===== src/rtl/led_arbiter_pkg.sv =====
// Shared defaults, FSM state encoding and sizing helper for the LED bank arbiter.
package led_arbiter_pkg;

    localparam int N_REQ_DEF    = 4;
    localparam int BITS_DEF     = 4;
    localparam int LOG2HOLD_DEF = 22;

    typedef enum logic {
        IDLE = 1'b0,
        OWN  = 1'b1
    } state_t;

    function automatic int ptr_width(input int n);
        return (n > 1) ? $clog2(n) : 1;
    endfunction

endpackage


===== src/rtl/led_rr_pick.sv =====
// Round-robin priority search: first asserted request at or after rr_ptr, wrapping.
module led_rr_pick #(
    parameter int unsigned N_REQ = 4,
    parameter int unsigned PTR_W = 2
) (
    input  logic [N_REQ-1:0] req,
    input  logic [PTR_W-1:0] rr_ptr,
    output logic [N_REQ-1:0] winner,
    output logic [PTR_W-1:0] winner_idx,
    output logic             valid
);

    always_comb begin
        winner     = '0;
        winner_idx = '0;
        valid      = 1'b0;
        for (int unsigned i = 0; i < N_REQ; i++) begin
            logic [31:0]      pos;
            logic [PTR_W-1:0] pos_w;
            pos   = (32'(rr_ptr) + i) % N_REQ;
            pos_w = PTR_W'(pos);
            if (!valid && req[pos_w]) begin
                valid         = 1'b1;
                winner[pos_w] = 1'b1;
                winner_idx    = pos_w;
            end
        end
    end

endmodule


===== src/rtl/led_arbiter.sv =====
// Time-sliced round-robin arbiter granting one requester at a time ownership of a 4-LED bank.
module led_arbiter
    import led_arbiter_pkg::*;
#(
    parameter int N_REQ    = N_REQ_DEF,
    parameter int BITS     = BITS_DEF,
    parameter int LOG2HOLD = LOG2HOLD_DEF
) (
    input  logic                  clk,
    input  logic                  rst,
    input  logic [N_REQ-1:0]      req,
    input  logic [N_REQ*BITS-1:0] data,
    output logic [N_REQ-1:0]      grant,
    output logic                  busy,
    output logic                  LED2,
    output logic                  LED3,
    output logic                  LED4,
    output logic                  LED5
);

    localparam int PTR_W = ptr_width(N_REQ);

    state_t              state_q, state_d;
    logic [N_REQ-1:0]    grant_q, grant_d;
    logic                busy_q, busy_d;
    logic [LOG2HOLD-1:0] hold_q, hold_d;
    logic [PTR_W-1:0]    rr_ptr_q, rr_ptr_d;
    logic [BITS-1:0]     led_q, led_d;

    logic [N_REQ-1:0]    pick_oh;
    logic [PTR_W-1:0]    pick_idx;
    logic                pick_valid;
    logic                owner_req;
    logic                expiry;
    logic                rearb;

    led_rr_pick #(
        .N_REQ (N_REQ),
        .PTR_W (PTR_W)
    ) u_pick (
        .req        (req),
        .rr_ptr     (rr_ptr_q),
        .winner     (pick_oh),
        .winner_idx (pick_idx),
        .valid      (pick_valid)
    );

    // Early release and expiry share one re-arbitration path; searching from
    // rr_ptr (owner+1) visits the owner last, so it keeps the grant only when alone.
    always_comb begin
        state_d   = state_q;
        grant_d   = grant_q;
        hold_d    = hold_q;
        rr_ptr_d  = rr_ptr_q;
        owner_req = |(req & grant_q);
        expiry    = &hold_q;
        rearb     = (state_q == IDLE) || !owner_req || expiry;

        if (rearb) begin
            hold_d = '0;
            if (pick_valid) begin
                state_d  = OWN;
                grant_d  = pick_oh;
                rr_ptr_d = (pick_idx == PTR_W'(N_REQ - 1)) ? '0 : pick_idx + PTR_W'(1);
            end else begin
                state_d = IDLE;
                grant_d = '0;
            end
        end else begin
            hold_d = hold_q + LOG2HOLD'(1);
        end

        busy_d = |grant_d;

        led_d = '0;
        for (int unsigned i = 0; i < N_REQ; i++) begin
            if (grant_q[i]) begin
                led_d = led_d | data[i*BITS +: BITS];
            end
        end
    end

    always_ff @(posedge clk or posedge rst) begin
        if (rst) begin
            state_q  <= IDLE;
            grant_q  <= '0;
            busy_q   <= 1'b0;
            hold_q   <= '0;
            rr_ptr_q <= '0;
            led_q    <= '0;
        end else begin
            state_q  <= state_d;
            grant_q  <= grant_d;
            busy_q   <= busy_d;
            hold_q   <= hold_d;
            rr_ptr_q <= rr_ptr_d;
            led_q    <= led_d;
        end
    end

    assign grant = grant_q;
    assign busy  = busy_q;
    assign LED2  = led_q[BITS-1];
    assign LED3  = led_q[BITS-2];
    assign LED4  = led_q[BITS-3];
    assign LED5  = led_q[BITS-4];

endmodule

===== config.mk =====
export PLATFORM = sky130hd
export DESIGN_NAME = led_arbiter
export DESIGN_NICKNAME = d
export VERILOG_FILES = /design/src/rtl/led_arbiter_pkg.sv /design/src/rtl/led_rr_pick.sv /design/src/rtl/led_arbiter.sv
export SDC_FILE = /design/constraint.sdc
export NUM_CORES = 1
export LEC_CHECK = 0
export ABC_AREA = 1
export CAP_MARGIN = 5
export CELL_PAD_IN_SITES_DETAIL_PLACEMENT = 1
export CELL_PAD_IN_SITES_GLOBAL_PLACEMENT = 1
export CORE_UTILIZATION = 41
export DETAILED_ROUTE_END_ITERATION = 8
export PLACE_DENSITY = 0.9
export SETUP_SLACK_MARGIN = 0.05
export SLEW_MARGIN = 15
export SYNTH_ARGS = -nofsm -noshare
export SYNTH_HDL_FRONTEND = slang
export SYNTH_SLANG_ARGS = --single-unit

===== constraint.sdc =====
create_clock -name clk -period 2.2 [get_ports clk]
set_input_delay 0.22 -clock clk [delete_from_list [all_inputs] [get_ports clk]]
set_output_delay 0.22 -clock clk [all_outputs]
set_load 0.02 [all_outputs]

### Yosys cells after proc, flatten, opt, wreduce, memory -nomap -nowiden

Index checks and enable logic that the tools add are counted.

* logic and storage cells: 82
* input bits: 22
* register bits after elaboration: 34
* output and inout port bits: 9

* bitwise operators: 8
* eq/ne operators: 1
* multiplexer cells: 37
* add/sub/neg operators: 5
* reduce and logical (&&, ||, !) cells: 17
* $lt $le $gt $ge: 8

Operators with widths (count)
* $mux 4: 10
* $or 4x4->4: 6
* $add 22x1->22 const B: 1
* $mux 22: 1
* $reduce_and 22->1: 1
* $mux 1: 13
* $lt 2x3->1 const B: 4
* $mux 2: 5
* $bmux 1 s2: 4
* $demux 1 s2: 4
* $ge 2x1->1 const B: 4
* $reduce_or 4->1: 2
* $logic_and 1x1->1: 7
* $add 2x1->2 const B: 2
* $add 2x2->2 const B: 2
* $and 4x4->4: 1
* $logic_not 1->1: 4
* $eq 2x2->1 const B: 1
* $logic_or 1x1->1: 2
* $reduce_and 2->1: 1
* $not 1->1: 1

### Depth between registers and ports, before layout

Gate-level depths: netlist of run 1.

* word-level depth: 15
* depth in mapped cells: 14
* gate-level depth less buffers: 13

### Hierarchy

From an unflattened synthesis of run 1, not the netlist that was laid out.

* cells, all modules: 286
* area, all modules: 2190.9 µm²

By module, submodules not included
* led_arbiter: area each 1750.4 µm², seq. area each 850.8 µm², instances 1, cells each 212
* led_rr_pick: area each 440.4 µm², seq. area each 0.0 µm², instances 1, cells each 74

### Least setup slack after synthesis of run 1

No wires, ideal clock.

* kind: reg2reg
* start point: register (tool-made name)
* end point: register rr_ptr_q[1]
* path buffers: 1
* arrival time: 1.774 ns
* cell stages (with the launch flop): 14
* slack: 0.309 ns
* library setup time: 0.117 ns
* required time: 2.083 ns
* period minus slack after synthesis: 1.891 ns
* cells stage by stage: dfrtp_1 buf_6 inv_6 ha_1 inv_1 nand3_1 nand2_2 nand3_1 nor2_2 nand3_2 nand2_1 clkinv_1 nand3_1 nand2_1

RTL lines
* end signal, assigned: line led_arbiter.sv:96 `rr_ptr_q <= rr_ptr_d;`
* end, declared: line led_arbiter.sv:27 `logic [PTR_W-1:0] rr_ptr_q, rr_ptr_d;`

==> run_results.csv, run 1 <==
group,metric,value,unit
placement,placed_area,0.002686,sq mm
setup_path,worst-r2r-cell-count,12,
logic_synthesis,yosysWarnings,0,
power_and_ir_drop,leakage,1.220,nW
clock_network,clockBufferDepth,2,
clock_network,cts_setup_buffers,0,
floorplan,die_h,76.75,um
global_route,grt_pass1_wl,10150,um
timing,hold_violations,0,
setup_path,regToRegSetupSlack,0.20,ns
logic_synthesis,ys_seq_area_frac,0.3714,
routing,antenna_left,0,
logic_synthesis,yosys_register_bits,34,
setup_path,crit_required,2.38,ns
floorplan,die_area,0.005891,sq mm
placement,globalplace.congestion,0.8259,
power_and_ir_drop,p_int,1.717,mW
placement,port_buffers,30,
timing,rsz0062_at_grt,"false",
timing,timing.hold.ws,0.3397,ns
finish,diodes,0,
power_and_ir_drop,pwr-share-seq,0.249,
global_route,antenna_found_initial,0,
floorplan,start_util,0.4374,
timing,setup_violations,0,
logic_synthesis,ys_types,32,
logic_synthesis,syn_avg_cell_area,7.982,sq um
clock_network,numCtsBuffers,5,
power_and_ir_drop,netSwitchingPower,1.651,mW
finish,postLayoutCellArea,0.002790,sq mm
clock_network,cts_tree,"yes",
timing,fmax,500.5,MHz
clock_network,post_cts_resized,0,
placement,place_hpwl,4381,um
routing,vias,2029,
finish,final_cell_mix,"nand2_1 (76), dfrtp_1 (34), nor2_1 (30), clkdlybuf4s50_1 (30), nand3_1 (21)",
global_route,grt_pass1_vias,2203,
finish,drive_gt1_frac,0.1682,
timing,fin_setup_tns,0,ns
hold_path,hold_class,"input port to asynchronous set/reset pin",
power_and_ir_drop,p_clk_frac,0.144,
floorplan,rows,26,
timing,worstMarginPinSlew,0.4486,ns
clock_network,ctsHoldBuffers,0,
routing,wl_per_cell,14.68,um
logic_synthesis,syn_nets,318,
clock_network,root_buffer,"clkbuf_8",
routing,dr.first_iter.drc_count,43,
global_route,grtUsageTotal,0.2170,
clock_network,insertion_delay,0.28,ns
routing,routed_wl,5827,um
run,cap_violations,0,
global_route,grt.overflow.total,0,
power_and_ir_drop,p_per_area,1207,mW/mm^2
timing,drv_slew,0,
routing,detail_route.vias_per_cell,5.111,
timing,period_needed,1.998,ns
logic_synthesis,synth_area,0.002291,sq mm
setup_path,critical_path_class,"flip-flop to flip-flop",
power_and_ir_drop,combPwrFrac,0.608,
setup_path,worstPathMaxFanout,11,
global_route,grt_max_degree,35,
finish,final_common_cell,"nand2_1",
power_and_ir_drop,peakVddDrop,0.7079,mV
logic_synthesis,synth_cells,287,
setup_path,cp-end-kind,"flip-flop",
finish,final_cells,397,
timing,skew,0.008029,ns
run_status,status,"finished, final reports clean",
floorplan,ioPinCount,31,
timing,fin_crit_sh,0.9081,
placement,dp.cells,389,
floorplan,die_x,76.75,um
setup_path,cp-start-kind,"flip-flop",
routing,firstDrtPassIters,4,
clock_network,clkTransAtPathRegs,0.08,ns
clock_network,clock_sinks,34,
finish,syn2layout_area_growth,21.79,%
routing,drc,0,
setup_path,reg2reg_to,"rr_ptr_q[1]$_DFFE_PP0P_",
timing,timing.max_slew.rel_slack,0.7009,
finish,nNetsFinal,357,
power_and_ir_drop,p_sw_frac,0.4902,
floorplan,core,0.005238,sq mm
setup_path,crit_arrival,2.18,ns
clock_network,htree_num_levels,2,
-- critical path, cell delays in order, from the launching register on --
cell and delay [ns]:
dfrtp_1 0.43, inv_6 0.13, ha_2 0.32, inv_1 0.11, nand3_1 0.09, nand2_2 0.13, nand3_2 0.13, nor2_4 0.16
nand3_2 0.08, nand2_1 0.10, clkinv_1 0.07, nand3_1 0.08, nand2_1 0.06
-- metrics by stage --
step	utilization	setup WS (ns)	power, mW
finish	0.5327	0.2021	3.367
global route	0.5327	0.04403	3.607
CTS	0.5303	0.1414	3.345
detailed placement	0.5129	0.1852	2.842
global placement	0.5129	0.2302	2.769
floorplan	-	0.3085	2.287
-- cell families (layout without fill, tap and decap cells) --
logic type / count (synthesis) / in the layout / share of synthesized area
simple gates: 186 / 186 / 0.4211
flops: 34 / 34 / 0.3714
buf+inv: 27 / 67 / 0.05461
compound gates: 18 / 18 / 0.05407
xor+xnor: 13 / 13 / 0.04970
fa+ha+maj: 9 / 9 / 0.04915
-- area by class of cell --
class / instances / area, sq um
Clock buffer: 7 / 86.33
Clock inverter: 1 / 5.005
Multi-Input combinational cell: 226 / 1328
Sequential cell: 34 / 850.8
Timing Repair Buffer: 35 / 337.8
Tap cell: 70 / 87.58
Inverter: 24 / 95.09
Fill cell: 664 / 2447
-- power groups by stage --
stage	logic [mW]	clock network, mW	registers [mW]
2_1_floorplan	1.36	0	0.931
3_3_place_gp	1.93	0	0.841
3_5_place_dp	1.99	0	0.850
4_1_cts	2.01	0.492	0.839
5_1_grt	2.24	0.515	0.851
6_report	2.05	0.483	0.838
-- flip-flops by register name, summed over array words and instances (netlist names), named ones only --
register  flops
busy          1
grant         4
hold_q       22
led_q         4
rr_ptr_q      1
state_q       1
-- cell usage after synthesis, drive strengths merged --
| cell type | count | share of area |
|---|---|---|
| nand2 | 95 | 0.20 |
| nor2 | 43 | 0.099 |
| dfrtp | 34 | 0.37 |
| nand3 | 25 | 0.064 |
| inv | 23 | 0.040 |
| nand4 | 12 | 0.033 |
| a21oi | 10 | 0.022 |
| ha | 9 | 0.049 |
| xnor2 | 7 | 0.027 |
| nor3 | 6 | 0.013 |
| xor2 | 6 | 0.023 |
| a21boi | 4 | 0.013 |
| nor3b | 4 | 0.013 |
| buf | 3 | 0.013 |
| o21ai | 2 | 0.0044 |
| a31oi | 1 | 0.0027 |
| a41oi | 1 | 0.012 |
| clkinv | 1 | 0.0016 |
| nor4 | 1 | 0.0027 |
-- metal layers --
metal  wire length (um)  share of wire  track usage  vias to the layer above
met1               2591           0.44       0.2530                      985
met2               2999           0.51       0.3911                       29
met3                161          0.028      0.04762                        8
met4                 75          0.013      0.06923                        0
met5                  0              0            0                        -
li1                   -              -            -                     1007
-- worst max path at each step --
stage / cells after the start / end / slack (ns)
detailed placement: 12 / rr_ptr_q[1]$_DFFE_PP0P_ / 0.19
finish: 12 / rr_ptr_q[1]$_DFFE_PP0P_ / 0.20
global placement: 12 / rr_ptr_q[1]$_DFFE_PP0P_ / 0.23
floorplan: 13 / rr_ptr_q[1]$_DFFE_PP0P_ / 0.31
global route: 12 / rr_ptr_q[1]$_DFFE_PP0P_ / 0.04
CTS: 12 / rr_ptr_q[1]$_DFFE_PP0P_ / 0.14
No activity file was read; power rests on OpenSTA's default activity.
==> run 2, diff against run 1 <==
CAP_MARGIN = default   (was 5)
REMOVE_ABC_BUFFERS = 1   (was default)
SKIP_CTS_REPAIR_TIMING = 1   (was default)
==> run 2 against run 1 <==
Net effect:
- die area unchanged
- wire length is 5.9% higher
- power rose by 2.0%
- via count rose by 3.5%
- sequential share of layout area fell by 0.35 points
- hold slack got worse by 0.012 ns
- non-clock buffer count up 3
- critical path type unchanged
- critical endpoint is now busy$_DFF_PP0_
- largest power group unchanged
==> run_results.csv, run 2 (synthesized netlist as in run 1, its figures left out) <==
group,metric,value,unit
timing,hold_violations,0,
finish,drive_gt1_frac,0.1758,
timing,setup_violations,0,
power_and_ir_drop,leakage,1.237,nW
power_and_ir_drop,peakVddDrop,0.8892,mV
finish,fill_cells,656,
setup_path,cpMostUsedCell,"nand2_1",
power_and_ir_drop,p_per_area,1217,mW/mm^2
finish,final_cells,400,
routing,detail_route.vias_per_cell,5.250,
timing,fmax,506.9,MHz
setup_path,slowest_delay,0.40,ns
finish,largest_register_ffs,22,
placement,placed_area,0.002709,sq mm
timing,skew,0.008110,ns
finish,final_cell_mix,"nand2_1 (76), dfrtp_1 (34), nor2_1 (30), clkdlybuf4s50_1 (30), nand3_1 (21)",
timing,worstMarginPinSlew,0.4360,ns
setup_path,cp_top_family,"simple AND/OR/NAND/NOR gates",
setup_path,critical_path_buf_inv_count,2,
routing,vias,2100,
power_and_ir_drop,p_total,3.435,mW
finish,postLayoutCellArea,0.002823,sq mm
routing,routed_wl,6170,um
setup_path,regToRegSetupSlack,0.23,ns
run_status,status,"finished, final reports clean",
setup_path,crit_required,2.37,ns
timing,fin_crit_sh,0.8967,
routing,dr.first_iter.drc_count,86,
clock_network,clkTransAtPathRegs,0.07,ns
global_route,antenna_found_initial,0,
setup_path,cp-start-kind,"flip-flop",
setup_path,critical_path_class,"flip-flop to flip-flop",
setup_path,crit_path_top_delay_cell,"dfrtp_1",
global_route,grt_pass1_wl,10580,um
global_route,grt_pass1_vias,2321,
floorplan,die_h,76.75,um
clock_network,clockBufferDepth,2,
global_route,grt_max_degree,35,
routing,wl_per_cell,15.43,um
finish,nNetsFinal,360,
placement,port_buffers,30,
setup_path,cp-end-kind,"flip-flop",
floorplan,start_util,0.4374,
setup_path,path_cells,"clkinv_4, ha_4, inv_1, nand2_1, nand2_1, nand4_1, nand3_1, nand2_1, nand2_2, nor2_1, nand2_1",
clock_network,htree_num_levels,2,
global_route,grtUsageTotal,0.2281,
clock_network,numCtsBuffers,5,
floorplan,die_x,76.75,um
clock_network,clock_sinks,34,
routing,firstDrtPassIters,4,
placement,dp.cells,392,
hold_path,hold_class,"input port to asynchronous set/reset pin",
timing,period_needed,1.973,ns
run,cap_violations,0,
global_route,grt.overflow.total,0,
placement,globalplace.congestion,0.8144,
timing,fin_setup_tns,0,ns
floorplan,ioPinCount,31,
timing,timing.max_slew.rel_slack,0.7093,
setup_path,worst-r2r-cell-count,11,
clock_network,cts_tree,"yes",
routing,drc,0,
timing,rsz0062_at_grt,"false",
timing,timing.hold.ws,0.3282,ns
floorplan,core,0.005238,sq mm
setup_path,reg2reg_to,"busy$_DFF_PP0_",
floorplan,die_area,0.005891,sq mm
clock_network,root_buffer,"clkbuf_8",
timing,drv_slew,0,
placement,place_hpwl,4659,um
finish,final_common_cell,"nand2_1",
routing,antenna_left,0,
finish,top_register,"hold_q",
clock_network,insertion_delay,0.29,ns
setup_path,crit_arrival,2.14,ns
finish,syn2layout_area_growth,23.21,%
setup_path,worstPathMaxFanout,11,
floorplan,rows,26,
finish,diodes,0,
==> run 2: changes by cell type in the layout (fill, tap and decap cells not counted), sizes merged <==
cell	before	now
inv	23	22
buf	5	8
clkinv	2	3
==> run 2: layout make-up <==
type | count | area (sq um) | area share
multi-input cells | 226 | 1338 | 0.4738
flip-flops and latches | 34 | 850.8 | 0.3014
repair buffers | 38 | 360.3 | 0.1277
inverters | 24 | 95.09 | 0.03369
well taps | 70 | 87.58 | 0.03103
clock buffers | 7 | 86.33 | 0.03059
clock inverters | 1 | 5.005 | 0.001773
==> run 2: where the power goes <==
| group | leakage, nW | internal, mW | switching [mW] |
|---|---|---|---|
| sequential | 0.451 | 0.744 | 0.0620 |
| clock | 0.0482 | 0.252 | 0.227 |
| combinational | 0.737 | 0.760 | 1.39 |
| total | 1.24 | 1.76 | 1.68 |
==> run 2: stage by stage <==
stage                       util  worst slack [ns]
after floorplan                -            0.2369
after global placement    0.5172            0.2918
after detailed placement  0.5172            0.2128
after CTS                 0.5346            0.1595
after global routing      0.5389           0.07766
final                     0.5389            0.2272
==> run 2: metal layers <==
| metal | vias to the layer above | part of all wire | global-route usage |
|---|---|---|---|
| li1 | 1009 | - | - |
| met4 | 0 | 0.029 | 0.09808 |
| met3 | 17 | 0.021 | 0.04167 |
| met5 | - | 0 | 0 |
| met1 | 1039 | 0.42 | 0.2539 |
| met2 | 35 | 0.53 | 0.4196 |
==> run 2: worst reg2reg max path, delay by kind of cell (launching register included) <==
family	cells	cell delay [ns]
fa+ha+maj	1	0.33
buf+inv	2	0.22
flops	1	0.40
simple gates	8	0.90
==> run 2: how the worst max path moves through the flow <==
stage	start	to	cells past startpoint
after floorplan	flip-flop	rr_ptr_q[1]$_DFFE_PP0P_	12
after global placement	flip-flop	rr_ptr_q[1]$_DFFE_PP0P_	12
after detailed placement	flip-flop	rr_ptr_q[1]$_DFFE_PP0P_	12
after CTS	flip-flop	busy$_DFF_PP0_	13
after global routing	flip-flop	busy$_DFF_PP0_	12
final	flip-flop	busy$_DFF_PP0_	11
==> run 3, diff against run 2 <==
PLACE_DENSITY = 0.87   (was 0.9)
==> run 3 against run 2 <==
Net effect:
- power grew 3.0%
- clock skew shrank 0.0058 ns
- clock-buffer cell count shrank 2
- sequential cell count is the same
- final cell count shrank 0.25%
- critical path depth grew 1
- maximum frequency grew 2.7%
- wire length shrank 9.5%
- sequential share of layout area shrank 0.20 points
- critical path type unchanged
- highest routed layer unchanged
==> run_results.csv, run 3 (synthesized netlist as in run 1, its figures left out) <==
group,metric,value,unit
finish,final_cell_mix,"nand2_1 (76), dfrtp_1 (34), nor2_1 (30), clkdlybuf4s50_1 (30), nand3_1 (22)",
finish,nNetsFinal,359,
floorplan,core,0.005238,sq mm
setup_path,regToRegSetupSlack,0.28,ns
placement,dp.cells,388,
placement,port_buffers,30,
setup_path,crit_required,2.39,ns
floorplan,die_h,76.75,um
clock_network,root_buffer,"clkbuf_8",
power_and_ir_drop,p_per_area,1245,mW/mm^2
timing,fin_setup_tns,0,ns
finish,top_register,"hold_q",
clock_network,numCtsBuffers,5,
power_and_ir_drop,p_clk_frac,0.199,
clock_network,cts_tree,"yes",
finish,diodes,0,
setup_path,cp-end-kind,"flip-flop",
routing,routed_wl,5581,um
routing,detail_route.vias_per_cell,5.103,
timing,fmax,520.5,MHz
finish,syn2layout_area_growth,24.03,%
global_route,grt_pass1_vias,2147,
hold_path,hold_class,"input port to asynchronous set/reset pin",
floorplan,die_x,76.75,um
global_route,grt_max_degree,35,
timing,drv_slew,0,
setup_path,critical_path_class,"flip-flop to flip-flop",
finish,final_common_cell,"nand2_1",
setup_path,reg2reg_to,"rr_ptr_q[1]$_DFFE_PP0P_",
placement,place_hpwl,4176,um
run,cap_violations,0,
clock_network,clock_sinks,34,
finish,largest_register_ffs,22,
global_route,grt_pass1_wl,9929,um
power_and_ir_drop,netSwitchingPower,1.607,mW
power_and_ir_drop,combPwrFrac,0.563,
clock_network,clkTransAtPathRegs,0.07,ns
global_route,grt.overflow.total,0,
setup_path,worstPathMaxFanout,5,
global_route,grtUsageTotal,0.2115,
timing,fin_crit_sh,0.8733,
setup_path,worst-r2r-cell-count,12,
clock_network,insertion_delay,0.29,ns
floorplan,ioPinCount,31,
run_status,status,"finished, final reports clean",
clock_network,htree_num_levels,2,
power_and_ir_drop,pwr-share-seq,0.238,
timing,skew,0.002324,ns
floorplan,start_util,0.4374,
timing,period_needed,1.921,ns
power_and_ir_drop,p_sw_frac,0.4541,
setup_path,crit_arrival,2.11,ns
routing,antenna_left,0,
global_route,antenna_found_initial,0,
power_and_ir_drop,p_total,3.539,mW
timing,rsz0062_at_grt,"false",
clock_network,clockBufferDepth,2,
timing,timing.max_slew.rel_slack,0.7148,
power_and_ir_drop,p_int,1.932,mW
placement,globalplace.congestion,0.9100,
timing,worstMarginPinSlew,0.4278,ns
power_and_ir_drop,peakVddDrop,1.026,mV
setup_path,cp-start-kind,"flip-flop",
finish,final_cells,399,
routing,vias,2036,
routing,wl_per_cell,13.99,um
floorplan,die_area,0.005891,sq mm
floorplan,rows,26,
finish,drive_gt1_frac,0.1733,
power_and_ir_drop,leakage,1.247,nW
timing,setup_violations,0,
timing,hold_violations,0,
routing,firstDrtPassIters,4,
routing,dr.first_iter.drc_count,115,
routing,drc,0,
[run 3: final cells by class]
cell class | count | area [sq um]
flip-flops and latches | 34 | 850.8
clock inverters | 3 | 68.82
inverters | 24 | 95.09
multi-input cells | 226 | 1318
clock buffers | 5 | 68.82
repair buffers | 37 | 352.8
fillers | 653 | 2396
well taps | 70 | 87.58
[run 3: worst max-delay path, cell delays in order (launching register included)]
cell and delay, ns:
dfrtp_1 0.41, clkinv_4 0.08, ha_2 0.32, inv_1 0.10, nand3_1 0.09, nand2_2 0.11
nand3_1 0.13, nor2_2 0.19, nand3_2 0.10, nand2_1 0.09, clkinv_1 0.06, nand3_1 0.07
nand2_1 0.05
[run 3: worst max path at each step]
| stage | endpoint | slack (ns) |
|---|---|---|
| finish | rr_ptr_q[1]$_DFFE_PP0P_ | 0.28 |
| floorplan | rr_ptr_q[1]$_DFFE_PP0P_ | 0.24 |
| detailed placement | rr_ptr_q[1]$_DFFE_PP0P_ | 0.20 |
| CTS | rr_ptr_q[1]$_DFFE_PP0P_ | 0.18 |
| global placement | rr_ptr_q[1]$_DFFE_PP0P_ | 0.24 |
| global route | rr_ptr_q[1]$_DFFE_PP0P_ | 0.10 |
[run 3: stage by stage]
stage                     area, sq um    util  setup slack [ns]  hold WS (ns)
after detailed placement         2679  0.5115            0.2034        0.4663
after global placement           2679  0.5115            0.2358        0.4513
final                            2841  0.5425            0.2787        0.3387
after floorplan                  2261       -            0.2369        0.3424
after CTS                        2816  0.5377            0.1806        0.3491
after global routing             2841  0.5425            0.1007        0.3677
[run 3: power by group through the flow]
stage | Combinational (mW) | Clock, mW | Sequential (mW)
global route | 2.23 | 0.748 | 0.856
detailed placement | 1.94 | 0 | 0.858
global placement | 1.89 | 0 | 0.852
floorplan | 1.28 | 0 | 0.950
finish | 1.99 | 0.703 | 0.842
CTS | 1.97 | 0.722 | 0.845
[run 3: routing by layer]
layer	routed length, um	up-vias	global-route usage
met5	0	-	0
met4	104	0	0.07308
met3	148	9	0.03929
met2	2846	26	0.3679
met1	2481	992	0.2601
li1	-	1009	-
